### config.mk
export PLATFORM = sky130hd
export DESIGN_NAME = mem_byte_seq
export DESIGN_NICKNAME = d
export VERILOG_FILES = /design/src/rtl/mem_byte_seq_pkg.sv /design/src/rtl/mem_byte_seq_load_ext.sv /design/src/rtl/mem_byte_seq.sv
export SDC_FILE = /design/constraint.sdc
export NUM_CORES = 1
export LEC_CHECK = 0
export CAP_MARGIN = 40
export CORE_ASPECT_RATIO = 0.75
export CORE_MARGIN = 10
export CORE_UTILIZATION = 35
export DETAILED_ROUTE_END_ITERATION = 10
export REMOVE_ABC_BUFFERS = 1
export SLEW_MARGIN = 20
export SYNTH_ARGS = -nofsm -noshare
export SYNTH_HDL_FRONTEND = slang
export SYNTH_SLANG_ARGS = --single-unit
### constraint.sdc
create_clock -name clk -period 3.2 [get_ports clk]
set_clock_uncertainty 0.15 [all_clocks]
set_input_delay 0.64 -clock clk [delete_from_list [all_inputs] [get_ports clk]]
set_output_delay 0.64 -clock clk [all_outputs]
set_load 0.02 [all_outputs]
### src/rtl/mem_byte_seq_pkg.sv
// Shared constants and types for the MEM-stage byte sequencer:
// reset level, request/grant codes, funct3 codes and FSM state encoding.
package mem_byte_seq_pkg;

  localparam logic RstEnable = 1'b1;

  localparam logic [1:0] MemNone  = 2'b00;
  localparam logic [1:0] MemLoad  = 2'b01;
  localparam logic [1:0] MemStore = 2'b10;

  localparam logic [1:0] GrantIF  = 2'b01;
  localparam logic [1:0] GrantMem = 2'b10;

  localparam logic [2:0] LB  = 3'b000;
  localparam logic [2:0] LH  = 3'b001;
  localparam logic [2:0] LW  = 3'b010;
  localparam logic [2:0] LBU = 3'b100;
  localparam logic [2:0] LHU = 3'b101;
  localparam logic [2:0] SB  = 3'b000;
  localparam logic [2:0] SH  = 3'b001;
  localparam logic [2:0] SW  = 3'b010;

  typedef enum logic [1:0] {
    ST_IDLE   = 2'd0,
    ST_ACCESS = 2'd1,
    ST_DONE   = 2'd2
  } seq_state_e;

  // Size lives in funct3[1:0]; the unsigned bit does not change byte count.
  function automatic logic [2:0] byte_count(input logic [2:0] f3);
    case (f3[1:0])
      2'b00:   return 3'd1;
      2'b01:   return 3'd2;
      default: return 3'd4;
    endcase
  endfunction

endpackage

### src/rtl/mem_byte_seq_load_ext.sv
// Combinational size and sign/zero extension of an assembled load word.
module mem_byte_seq_load_ext
  import mem_byte_seq_pkg::*;
(
  input  logic [2:0]  funct3,
  input  logic [31:0] raw,
  output logic [31:0] ext
);

  always_comb begin
    ext = raw;
    case (funct3)
      LB:      ext = {{24{raw[7]}}, raw[7:0]};
      LH:      ext = {{16{raw[15]}}, raw[15:0]};
      LBU:     ext = {24'd0, raw[7:0]};
      LHU:     ext = {16'd0, raw[15:0]};
      default: ext = raw;
    endcase
  end

endmodule

### src/rtl/mem_byte_seq.sv
// Splits one MEM-stage load/store into single-byte RAM accesses over the
// request/grant interface, assembling and extending load data.
//
// state  | meaning
// IDLE   | waiting for start; latches the access when it arrives
// ACCESS | issuing bytes on grant=10, capturing returned load bytes
// DONE   | one-cycle completion pulse, rdata valid
module mem_byte_seq
  import mem_byte_seq_pkg::*;
(
  input  logic        clk,
  input  logic        rst,
  input  logic        start,
  input  logic        is_store,
  input  logic [2:0]  funct3,
  input  logic [31:0] addr,
  input  logic [31:0] wdata,
  output logic [1:0]  mem_request,
  output logic [31:0] mem_addr,
  output logic [7:0]  byte_o,
  input  logic [7:0]  byte_i,
  input  logic [1:0]  grant,
  output logic        busy,
  output logic        done,
  output logic [31:0] rdata
);

  seq_state_e  state_q, state_d;
  logic        is_store_q;
  logic [2:0]  funct3_q;
  logic [31:0] addr_q, wdata_q, asm_q, asm_next, rdata_q, ext_val;
  logic [2:0]  k_q, r_q, n;
  logic        pend_q;
  logic        issue, capture, last_issue, last_capture;

  assign n            = byte_count(funct3_q);
  assign issue        = (state_q == ST_ACCESS) && (k_q < n) && (grant == GrantMem);
  assign capture      = (state_q == ST_ACCESS) && pend_q;
  assign last_issue   = issue && (k_q == n - 3'd1);
  assign last_capture = capture && (r_q == n - 3'd1);

  // The final byte is merged before extension so rdata is valid in DONE.
  always_comb begin
    asm_next = asm_q;
    asm_next[{r_q[1:0], 3'b000} +: 8] = byte_i;
  end

  mem_byte_seq_load_ext u_load_ext (
    .funct3 (funct3_q),
    .raw    (asm_next),
    .ext    (ext_val)
  );

  always_ff @(posedge clk) begin
    if (rst == RstEnable) state_q <= ST_IDLE;
    else                  state_q <= state_d;
  end

  always_comb begin
    state_d = state_q;
    case (state_q)
      ST_IDLE:   if (start) state_d = ST_ACCESS;
      ST_ACCESS: if (is_store_q ? last_issue : last_capture) state_d = ST_DONE;
      ST_DONE:   state_d = ST_IDLE;
      default:   state_d = ST_IDLE;
    endcase
  end

  always_comb begin
    mem_request = MemNone;
    mem_addr    = 32'd0;
    byte_o      = 8'd0;
    busy        = (state_q != ST_IDLE);
    done        = (state_q == ST_DONE);
    if (state_q == ST_ACCESS && k_q < n) begin
      mem_request = is_store_q ? MemStore : MemLoad;
      mem_addr    = addr_q + {29'd0, k_q};
      byte_o      = is_store_q ? wdata_q[{k_q[1:0], 3'b000} +: 8] : 8'd0;
    end
  end

  always_ff @(posedge clk) begin
    if (rst == RstEnable) begin
      is_store_q <= 1'b0;
      funct3_q   <= 3'd0;
      addr_q     <= 32'd0;
      wdata_q    <= 32'd0;
      asm_q      <= 32'd0;
      rdata_q    <= 32'd0;
      k_q        <= 3'd0;
      r_q        <= 3'd0;
      pend_q     <= 1'b0;
    end else begin
      pend_q <= issue && !is_store_q;
      if (state_q == ST_IDLE && start) begin
        is_store_q <= is_store;
        funct3_q   <= funct3;
        addr_q     <= addr;
        wdata_q    <= wdata;
        asm_q      <= 32'd0;
        k_q        <= 3'd0;
        r_q        <= 3'd0;
      end
      if (issue) k_q <= k_q + 3'd1;
      if (capture) begin
        asm_q <= asm_next;
        r_q   <= r_q + 3'd1;
      end
      if (last_capture && !is_store_q) rdata_q <= ext_val;
    end
  end

  assign rdata = rdata_q;

endmodule

==> impl_metrics.toml <==
[status]
outcome = "finished, violations left"
violations = "negative setup slack"

[synthesis]
synth_edf_count = 0
synth_ff_type = "dfxtp_1"
synthTopCellsByCount = "176 x nand2_1, 141 x dfxtp_1, 95 x a21oi_1, 85 x nor2_1, 54 x clkbuf_1"
synth_simple_gate_area_frac = 0.256
muxShareOfSynthArea = 0.0291
synth_area_leaders = "dfxtp_1 41%, nand2_1 9.6%, a21oi_1 6.9%"
synth_compound_area_frac = 0.206
ys_async_sr_fraction = 0
avgSynthCellArea_um2 = 7.91
synth_top_area_frac = 0.410
synth-adder-area-share = 0.0265
ys_warn_count = 0
synthesis.instances = 871
yosysMostFrequentCell = "nand2_1"
ys_seq_elements = 141
synth_xor_area_frac = 0.0165
synth_cell_type_count = 57
synth_area_leader_cell = "dfxtp_1"
synth_top_family_by_area = "simple AND/OR/NAND/NOR gates"
syn_area_um2 = 6890
seq_area_frac_synth = 0.410

[min_path]
hp-start = "wdata_q[21]"
whs_path_depth = 2
worstHoldPathType = "flip-flop to flip-flop"
worstHoldEndpoint = "wdata_q[21]"

[timing]
min_period_over_period = 1.09
hold_viol = 0
setup_viol = 17
tightest_slew_ps = 774
rsz0062_at_grt = "yes"
maxClockFrequency_mhz = 286
drv_slew = 0
finalWorstSetupSlack_ps = -298
relSlewSlack = 0.484
fin_crit_ps = 3500

[layout]
seq_area_um2 = 2830
final_util = 0.514
synthToLayoutAreaGrowth_pct = 44.3
multi_input_area_um2 = 3850
drive_above_1_share = 0.199
diodes = 0
fillers = 1898
fin_nets = 1165
final_cells = 1336

[route]
drt-pass1-iter-count = 5
vias = 6844
wl_per_cell_um = 16.6
routed_wl_um = 22200
drtIter0Drc = 454
ant_nets = 0
drcViolationCount = 0
via_per_inst = 5.12

[setup_path]
r2r_end = "rdata[9]"
crit_required_ps = 2410
regToRegSetupSlack_ps = 770
start_kind = "flip-flop"
r2r.worst_path.cells = 7
r2r-start = "r_q[0]"
path_max_fanout = 6
setup.worst_path.end_class = "output pin"
cp.arrival_ps = 2710
critPathKind = "flip-flop to output pin"

[global_routing]
track_usage = 0.168
grt.met2_usage = 0.245
grt_max_degree = 70
grt_first_pass_wirelength_um = 35500
use_met3 = 0.0574
grt_util_met1 = 0.231
gr-total-overflow = 0
busiest_layer = "met2"
grt_pass1_vias = 6539
antenna_found_initial = 0

[floorplan]
coreArea_um2 = 19300
fp.dieW_um = 182
die_h_um = 141
fp-row-count = 44
io-pin-count = 157
start_util = 0.356
dieArea_um2 = 25700

[pwr]
power.density_nw_per_um2 = 452
leakage_uw = 0.00358
irDropWorstVdd_uv = 276

[clocking]
root_buffer = "clkbuf_16"
hold_buffers = 0
cts.sinks = 141
htreeDepth = 4
cts_tree = "built"
clkTransAtPathRegs_ps = 70
cts_buffer_depth = 2
numCtsBuffers = 17
clkLatencyLatePin_ps = 430

[run]
drv_cap = 0

[placed_design]
detailed_place_hpwl_um = 15500
dp.cells = 1295
gp_congestion = 0.823
port-buffer-count = 156
## critical path: stages (launching register included)
cell and delay [ps]:
dfxtp_2 360, ha_4 160, fa_2 220, a21oi_2 60, or4_4 510, buf_12 160
or4_4 510, a21oi_2 160, buf_6 130
## cells by family after synthesis
family	count (synthesis)
AO/OA/AOI/OAI	221
XOR/XNOR	13
adder cells (fa/ha/maj)	14
buffers and inverters	97
flip-flops	141
multiplexers	10
AND/OR/NAND/NOR	375
## timing repair
item | CTS | global route
gates cloned | 0 | 1
buffers inserted | 4 | 4
pin swaps | 22 | 13
endpoints found under the setup margin | 42 | 42
resized for setup | 168 | 55
## state kept, by name, indices dropped and copies added (netlist names)
name	count
asm_q	32
rdata	32
wdata_q	32
is_store_q	1
state_q	2
pend_q	1
addr_q	32
r_q	3
k_q	3
funct3_q	3
## cells in the final DEF (no fill, tap or decap), drive strengths merged, types with 14 or more instances in the layout
| cell type | instances |
|---|---|
| nor2 | 85 |
| buf | 110 |
| inv | 45 |
| nor2b | 20 |
| clkdlybuf4s50 | 113 |
| dfxtp | 141 |
| a211oi | 31 |
| nand2 | 176 |
| or4 | 14 |
| clkbuf | 32 |
| a21oi | 95 |
| a22oi | 26 |
## worst max-delay path by stage
stage          slack [ps]            to      start
2_1_floorplan       -3130      asm_q[0]      start
3_3_place_gp         -290  mem_addr[24]  addr_q[0]
3_5_place_dp         -320  mem_addr[24]  addr_q[0]
4_1_cts              -330  mem_addr[20]     k_q[0]
5_1_grt              -360  mem_addr[28]  addr_q[0]
6_report             -300  mem_addr[22]  addr_q[0]
## layer usage
layer / share of wire / wire length (um)
met5: 0 / 0
met3: 0.068 / 1500
met4: 0.011 / 235
met2: 0.44 / 9750
met1: 0.48 / 10700
## power by group
group          internal, uW  leakage, uW  total, uW  switching (uW)
clock                  1180     0.000286       2030             853
sequential             1820      0.00115       1860            40.3
combinational           277      0.00214        607             331
total                  3270      0.00358       4500            1220
## stage by stage
step,total power [uW],hold WS (ps),setup slack [ps],setup TNS (ps),area (um2)
after detailed placement,2490,296,-315,-4040,9180
after global routing,4680,326,-358,-4540,9940
after global placement,2490,291,-293,-3400,9180
after floorplan,2160,277,-3130,-232900,6640
after CTS,4530,306,-332,-3320,9860
final,4500,302,-298,-3130,9940
## final cells by class
| type | instances | area share |
|---|---|---|
| multi-input cells | 633 | 0.387 |
| flip-flops and latches | 141 | 0.285 |
| clock buffers | 17 | 0.0428 |
| well taps | 253 | 0.0318 |
| repair buffers | 241 | 0.222 |
| clock inverters | 15 | 0.0176 |
| inverters | 36 | 0.0136 |
No activity file was read; power rests on OpenSTA's default activity.
